--- src/rtl/pipeline_stall_ctrl_pkg.sv ---
// Shared stall-bus layout, stall patterns and controller state encodings
// for the MIPS32 pipeline stall/flush scheduler.
package pipeline_stall_ctrl_pkg;

  localparam int STALL_BUS_WIDTH = 6;
  typedef logic [STALL_BUS_WIDTH-1:0] STALL_BUS;

  localparam int STALL_PC  = 0;
  localparam int STALL_IF  = 1;
  localparam int STALL_ID  = 2;
  localparam int STALL_EX  = 3;
  localparam int STALL_MEM = 4;
  localparam int STALL_WB  = 5;

  // A stage stall freezes that stage and every stage upstream of it.
  localparam STALL_BUS STALL_PAT_ID  = STALL_BUS'((1 << (STALL_ID + 1)) - 1);
  localparam STALL_BUS STALL_PAT_EX  = STALL_BUS'((1 << (STALL_EX + 1)) - 1);
  localparam STALL_BUS STALL_PAT_MEM = STALL_BUS'((1 << (STALL_MEM + 1)) - 1);

  typedef enum logic [1:0] {
    CTRL_RUN      = 2'd0,
    CTRL_PEND_EXC = 2'd1,
    CTRL_FLUSH    = 2'd2
  } ctrl_state_e;

  function automatic STALL_BUS stall_pattern(input logic mem, input logic ex,
                                             input logic id);
    STALL_BUS pat;
    pat = '0;
    if (mem)     pat = STALL_PAT_MEM;
    else if (ex) pat = STALL_PAT_EX;
    else if (id) pat = STALL_PAT_ID;
    return pat;
  endfunction

endpackage

--- src/rtl/pipeline_stall_ctrl_sat_counter.sv ---
// Saturating up-counter with synchronous clear; holds at MAX instead of wrapping.
module pipeline_stall_ctrl_sat_counter #(
  parameter int              WIDTH = 32,
  parameter logic [WIDTH-1:0] MAX  = '1
) (
  input  logic             clk,
  input  logic             rst,
  input  logic             inc,
  input  logic             clr,
  output logic [WIDTH-1:0] count
);

  always_ff @(posedge clk or negedge rst) begin
    if (!rst) begin
      count <= '0;
    end else if (clr) begin
      count <= '0;
    end else if (inc && (count != MAX)) begin
      count <= count + WIDTH'(1);
    end
  end

endmodule

--- src/rtl/pipeline_stall_ctrl.sv ---
// Central stall/flush scheduler: merges ID/EX/MEM stall requests into the
// per-stage stall vector, sequences exception flushes, and tracks stall stats.
module pipeline_stall_ctrl
  import pipeline_stall_ctrl_pkg::*;
#(
  parameter int ADDR_WIDTH = 32,
  parameter int CNT_WIDTH  = 32,
  parameter int WDOG_LIMIT = 1024
) (
  input  logic                  clk,
  input  logic                  rst,
  input  logic                  stall_req_id,
  input  logic                  stall_req_ex,
  input  logic                  stall_req_mem,
  input  logic                  exc_req,
  input  logic [ADDR_WIDTH-1:0] exc_target,
  input  logic                  stat_clear,
  output logic [5:0]            stall,
  output logic                  flush,
  output logic [ADDR_WIDTH-1:0] flush_pc,
  output logic [CNT_WIDTH-1:0]  stall_cycles,
  output logic                  wdog_timeout
);

  localparam int WDOG_W = $clog2(WDOG_LIMIT + 1);
  localparam logic [WDOG_W-1:0] WDOG_MAX = WDOG_W'(WDOG_LIMIT);
  localparam logic [WDOG_W-1:0] WDOG_PRE = WDOG_W'(WDOG_LIMIT - 1);

  ctrl_state_e             state_p1;
  ctrl_state_e             state_nxt;
  logic [ADDR_WIDTH-1:0]   pend_pc_p1;
  logic                    take_exc;
  logic                    take_pend;
  logic                    load_pend;
  logic                    stall_any;
  logic                    wdog_hit;
  logic [WDOG_W-1:0]       wdog_cnt;

  // Reset also blanks the stall vector so the pipeline sees no stall while held.
  always_comb begin
    stall = '0;
    if (rst && (state_p1 != CTRL_FLUSH)) begin
      stall = stall_pattern(stall_req_mem, stall_req_ex, stall_req_id);
    end
  end

  assign stall_any = (stall != '0);

  always_comb begin
    state_nxt = state_p1;
    take_exc  = 1'b0;
    take_pend = 1'b0;
    load_pend = 1'b0;
    case (state_p1)
      CTRL_RUN: begin
        if (exc_req) begin
          if (stall_req_mem) begin
            load_pend = 1'b1;
            state_nxt = CTRL_PEND_EXC;
          end else begin
            take_exc  = 1'b1;
            state_nxt = CTRL_FLUSH;
          end
        end
      end
      CTRL_PEND_EXC: begin
        // First exception wins; later exc_req is ignored until the flush issues.
        if (!stall_req_mem) begin
          take_pend = 1'b1;
          state_nxt = CTRL_FLUSH;
        end
      end
      CTRL_FLUSH: begin
        state_nxt = CTRL_RUN;
      end
      default: begin
        state_nxt = CTRL_RUN;
      end
    endcase
  end

  // ---- registered control / redirect stage ----
  always_ff @(posedge clk or negedge rst) begin
    if (!rst) begin
      state_p1   <= CTRL_RUN;
      flush      <= 1'b0;
      flush_pc   <= '0;
      pend_pc_p1 <= '0;
    end else begin
      state_p1 <= state_nxt;
      flush    <= (state_nxt == CTRL_FLUSH);
      if (load_pend) pend_pc_p1 <= exc_target;
      if (take_exc)       flush_pc <= exc_target;
      else if (take_pend) flush_pc <= pend_pc_p1;
    end
  end

  pipeline_stall_ctrl_sat_counter #(
    .WIDTH (CNT_WIDTH),
    .MAX   ({CNT_WIDTH{1'b1}})
  ) u_stall_cycles (
    .clk   (clk),
    .rst   (rst),
    .inc   (stall_any),
    .clr   (stat_clear),
    .count (stall_cycles)
  );

  pipeline_stall_ctrl_sat_counter #(
    .WIDTH (WDOG_W),
    .MAX   (WDOG_MAX)
  ) u_wdog_cnt (
    .clk   (clk),
    .rst   (rst),
    .inc   (stall_any),
    .clr   (stat_clear | ~stall_any),
    .count (wdog_cnt)
  );

  // The flag sets on the same edge the consecutive count reaches the limit.
  assign wdog_hit = stall_any && (wdog_cnt >= WDOG_PRE);

  always_ff @(posedge clk or negedge rst) begin
    if (!rst) begin
      wdog_timeout <= 1'b0;
    end else if (stat_clear) begin
      wdog_timeout <= 1'b0;
    end else if (wdog_hit) begin
      wdog_timeout <= 1'b1;
    end
  end

endmodule

--- config.mk ---
export PLATFORM = sky130hd
export DESIGN_NAME = pipeline_stall_ctrl
export DESIGN_NICKNAME = d
export VERILOG_FILES = /design/src/rtl/pipeline_stall_ctrl_pkg.sv /design/src/rtl/pipeline_stall_ctrl_sat_counter.sv /design/src/rtl/pipeline_stall_ctrl.sv
export SDC_FILE = /design/constraint.sdc
export NUM_CORES = 1
export LEC_CHECK = 0
export ABC_CLOCK_PERIOD_IN_PS = 3300
export BUFFER_PORTS_ARGS = -buffer_cell sky130_fd_sc_hd__buf_2
export CELL_PAD_IN_SITES_DETAIL_PLACEMENT = 0
export CELL_PAD_IN_SITES_GLOBAL_PLACEMENT = 1
export CORE_MARGIN = 2
export CORE_UTILIZATION = 29
export DETAILED_ROUTE_END_ITERATION = 16
export GPL_TIMING_DRIVEN = 0
export HOLD_SLACK_MARGIN = 0.12
export PLACE_DENSITY_LB_ADDON = 0.1
export SYNTH_ARGS = -nofsm -noshare
export SYNTH_HDL_FRONTEND = slang
export SYNTH_SLANG_ARGS = --single-unit
--- constraint.sdc ---
create_clock -name clk -period 3.3 [get_ports clk]
set_clock_uncertainty 0.2 [all_clocks]
set_input_delay 0.165 -clock clk [delete_from_list [all_inputs] [get_ports clk]]
set_output_delay 0.165 -clock clk [all_outputs]
set_load 0.05 [all_outputs]
# ---- Yosys cells after proc, flatten, opt, wreduce, memory -nomap -nowiden
# Index checks and enable logic that the tools add are counted.
dict set report word_totals {
  reg_bits 111
}
dict set report op_classes {
  n_addsub 2
  order_cmp 1
  eq_ne 5
  muxes 23
  n_bitwise 2
  n_reduce_logical 10
}
# cell n
set ops {}
lappend ops {{$mux 32} 4}
lappend ops {{$add 32x1->32 const B} 1}
lappend ops {{$ne 32x32->1 const B} 1}
lappend ops {{$mux 11} 2}
lappend ops {{$add 11x1->11 const B} 1}
lappend ops {{$ge 11x10->1 const B} 1}
lappend ops {{$ne 11x11->1 const B} 1}
lappend ops {{$mux 1} 9}
lappend ops {{$reduce_bool 2->1} 4}
lappend ops {{$mux 2} 3}
lappend ops {{$mux 6} 1}
lappend ops {{$reduce_bool 6->1} 1}
lappend ops {{$mux 5} 1}
lappend ops {{$logic_and 1x1->1} 4}
lappend ops {{$mux 4} 1}
lappend ops {{$pmux 2 s2} 1}
lappend ops {{$mux 3} 1}
lappend ops {{$eq 2x1->1 const B} 1}
lappend ops {{$eq 2x2->1 const B} 1}
lappend ops {{$logic_not 2->1} 1}
lappend ops {{$ne 2x2->1 const B} 1}
lappend ops {{$not 1->1} 1}
lappend ops {{$or 1x1->1} 1}

# ---- Depth between registers and ports, before layout
dict set report depth {
  depth_word 8
  mapped_depth 8
}

# ---- By module
# Synthesis repeated with hierarchy kept, for this count alone.
dict set report unflattened {
  hier_cells 506
  area_unflattened_um2 5736.8
}
# mod instances cells_each area_each_um2 seq_area_each_um2
set by_module_without_submodules {}
lappend by_module_without_submodules {pipeline_stall_ctrl 1 239 3233.1 1701.6}
lappend by_module_without_submodules {{pipeline_stall_ctrl_sat_counter at u_stall_cycles} 1 198 1854.3 800.8}
lappend by_module_without_submodules {{pipeline_stall_ctrl_sat_counter at u_wdog_cnt} 1 69 649.4 275.3}

# ---- Worst setup path before layout
# No wires, ideal clock.
dict set report synth_timing {
  path_kind {flip-flop to flip-flop}
  startpoint {register u_stall_cycles.count[0]}
  endpoint {register u_stall_cycles.count[3]}
  setup_time_ns 0.125
  arrival_ns 2.409
  setup_slack_ns 0.566
  path_stages_with_launch 7
  n_path_buf 0
  period_less_slack_ns 2.734
  path_cell_list {dfrtp_1 -> ha_1 -> nand4_2 -> or4_4 -> o31ai_4 -> nor2_1 -> mux2_2}
}
dict set report synth_between {
  elab_chain_len 3
  elab_cells_between_ends 6
  classes_between {add/sub: 1; eq/ne: 1; mux: 2; reduce/logical: 2}
}
# element line
set synth_lines {}
lappend synth_lines {{from (decl)} pipeline_stall_ctrl_sat_counter.sv:10} ;# output logic [WIDTH-1:0] count
lappend synth_lines {{from (signal assigned)} pipeline_stall_ctrl_sat_counter.sv:19} ;# count <= count + WIDTH'(1);
lappend synth_lines {{$add 32x1->32 or $ne 32x32->1 (tied branches)} {pipeline_stall_ctrl_sat_counter.sv:19, pipeline_stall_ctrl_sat_counter.sv:18}}
lappend synth_lines {{$mux 32 or $logic_and 1x1->1 (tied branches)} pipeline_stall_ctrl_sat_counter.sv:18} ;# end else if (inc && (count != MAX)) begin
lappend synth_lines {{$mux 32 or $reduce_bool 2->1 (tied branches)} -}
# Parallel ways exist; a longest one is shown, timed or not. The select of a mux whose other input is x is not followed.
# A chain may end at the register's enable or synchronous reset.

# ---- Final worst setup path
dict set report layout_timing {
  startpoint {input rst}
  endpoint {register u_stall_cycles.count[13]}
}
dict set report layout_between {
  elab_chain_len 5
}
# element line
set layout_lines {}
lappend layout_lines {{from (decl)} pipeline_stall_ctrl.sv:11} ;# input logic rst,
lappend layout_lines {{$logic_and 1x1->1} pipeline_stall_ctrl.sv:42} ;# if (rst && (state_p1 != CTRL_FLUSH)) begin
lappend layout_lines {{$mux 6} pipeline_stall_ctrl.sv:42}
lappend layout_lines {{$reduce_bool 6->1} pipeline_stall_ctrl.sv:47} ;# assign stall_any = (stall != '0);
lappend layout_lines {{$logic_and 1x1->1} pipeline_stall_ctrl_sat_counter.sv:18}
lappend layout_lines {{$reduce_bool 2->1 (no line)} -}
# No other way between the ends.

==> metrics.txt <==
worst-path maximum fanout 67; CTS tree done; status complete, no violations; # rows 48; Avg Inst Size Synth 10.5 µm²; GR Overflow Total 0; TritonCTS Buffers 9; initial antenna violation count 0; slew of the pin with the lowest slew margin 917 ps; nets@finish 693; Min Hold Slack 102 ps; power per cell area 558 mW/mm²; sequential share of the synthesized area 53.9%; Final Critical Period 3010 ps; DR vias 4315; register area 0.00278 mm²; post-detailed-placement half-perimeter wirelength 9790 µm; path category of the worst min-delay check input pin to asynchronous set/reset pin; H-tree Lvls 3; most frequent cells in the layout dfrtp_1 (111), buf_2 (109), nand2_1 (48), o21ai_0 (39), mux2_2 (38); CTS sink count 111; Wirelength per Cell 16.0 µm; Cells after Synth 492; WL final 14100 µm; port buffer count 109; # DRC 0; critical path class input pin to flip-flop; layout cells sized above 1 27.9%; reg-to-reg critical path startpoint u_stall_cycles.count[0]; P&R area growth vs syn 29.6%; total power 3730 µW; Initial Util 29.7%; gr usage total 15.4%; Ant. Diodes 0; DRT Pass-1 Iters 4; r2r endpoint u_stall_cycles.count[26]; die height 137 µm; Max Clock Freq 332 MHz; Reg2Reg Setup Slack 510 ps; largest net degree at the start of global routing 68; critical path arrival 3050 ps; crit path launch type input pin; mapped cell area 0.00515 mm²; Final Cycle Share 91.2%; Top Ports 111; total die area 0.0188 mm²; R2R depth 6; #FFs+latches synth 111; net count after synthesis 534; worst endpoint required time 3340 ps; post-placement cell count 827; Leak 0.00295 µW; synth warn 0; Routed Antenna Nets 0; Unique masters post-synth 43; first-pass GRT wire length 22400 µm; Slew Limit Fails 0; die extent in x 137 µm; Max-cap violations 0; clk slew on worst S/H paths 80 ps; Worst Setup End Kind flip-flop; initial DRC count 232; placer congestion estimate 0.790; total negative slack 0 ps; Vias/cell 4.90; total of fill cells in the finished design 1768; vias in the first global route 4248; most common cell after layout, fill and taps aside dfrtp_1; latest clock arrival within the worst-skew pair 360 ps; # setup viols final 0; worst vdd ir 0.000242 V; RSZ-0062 raised after global routing false; area of the multi-input gates 0.00219 mm²; Non-Filler Instances 881; root buf cell clkbuf_16; Slew HR 38.4%; CTS max path bufs 2; Final Hold Viols 0; core area 0.0174 mm²
==> how the worst max path moves through the flow <==
stage,end,cells past startpoint,from,slack (ps)
2_1_floorplan,u_stall_cycles.count[3],6,u_stall_cycles.count[0],570
3_3_place_gp,u_stall_cycles.count[13],6,rst,-1140
3_5_place_dp,u_stall_cycles.count[13],7,rst,220
4_1_cts,u_stall_cycles.count[13],8,rst,40
5_1_grt,u_stall_cycles.count[13],8,rst,80
6_report,u_stall_cycles.count[13],8,rst,290
==> Yosys cell counts (all sizes together) <==
library cell	instances	area (µm²)
and4	3	26.3
o22ai	32	200
and3	4	25.0
or3	7	43.8
nand4bb	1	11.3
o311a	1	10.0
a31oi	2	12.5
dfrtp	111	2780
xnor2	4	35.0
mux2	38	428
nand4	17	128
mux2i	1	10.0
o21bai	1	7.51
o21ai	39	195
conb	1	3.75
nor3	7	46.3
ha	3	37.5
nor2b	5	31.3
nand2b	3	18.8
o31ai	14	119
xor2	9	78.8
a21oi	23	115
buf	6	50.0
o21ba	1	10.0
nand3	15	75.1
nand2	48	180
nor4	7	62.6
o31a	2	17.5
clkbuf	21	78.8
nor2	35	131
o211a	1	10.0
or2	2	12.5
or4	13	101
a311oi	1	8.76
inv	14	52.6
==> critical path, stage by stage <==
cell and delay (ps):
dlygate4sd3_1 540, clkbuf_8 380, buf_16 340, o311a_2 370
buf_2 350, nand2_1 210, nor4_1 250, mux2_2 370
==> repair_timing <==
| item | CTS | global route |
|---|---|---|
| buffers inserted | 0 | 1 |
| hold buffers | 37 | 0 |
| gates resized for setup | 0 | 2 |
| endpoints found under the hold margin | 178 | 0 |
| setup endpoints to repair | 0 | 10 |
==> stage by stage <==
step	util, %	cell area (µm²)	worst slack (ps)
2_1_floorplan	-	5150	566
3_3_place_gp	34.4	5980	-1140
3_5_place_dp	34.6	6010	224
4_1_cts	38.4	6660	39.7
5_1_grt	38.5	6680	76.2
6_report	38.5	6680	291
==> state kept, by name, indices dropped and copies added (netlist names) <==
register              count
flush                     1
flush_pc                 32
pend_pc_p1               32
state_p1                  2
u_stall_cycles.count     32
u_wdog_cnt.count         11
wdog_timeout              1
==> layout make-up <==
type	instances	share of cell area, %
Multi-Input combinational cell	340	32.9
Inverter	14	0.787
Buffer	27	1.93
Tap cell	225	4.22
Clock buffer	9	3.37
Timing Repair Buffer	148	14.4
Clock inverter	7	0.843
Sequential cell	111	41.6
==> cells by family (layout without fill, tap and decap cells) <==
logic type / after synthesis / in the layout / synth area share, %
adder cells (fa/ha/maj): 3 / 3 / 0.729
multiplexers: 39 / 39 / 8.50
flip-flops: 111 / 111 / 53.9
AND/OR/NAND/NOR: 167 / 167 / 17.3
buffers and inverters: 41 / 205 / 3.52
other: 1 / 1 / 0.0728
XOR/XNOR: 13 / 13 / 2.21
AO/OA/AOI/OAI: 117 / 117 / 13.7
==> power breakdown <==
group	switching, µW	internal [µW]
sequential	107	1570
combinational	691	293
clock	547	525
total	1340	2380
==> layer usage <==
layer | track usage, % | part of all wire [%] | vias up
met4 | 5.44 | 1.5 | 0
met1 | 20.9 | 48 | 2092
met2 | 24.8 | 46 | 96
li1 | - | - | 2113
met3 | 2.61 | 4.1 | 14
met5 | 0 | 0 | -
Power figures use the tool's default switching activity.
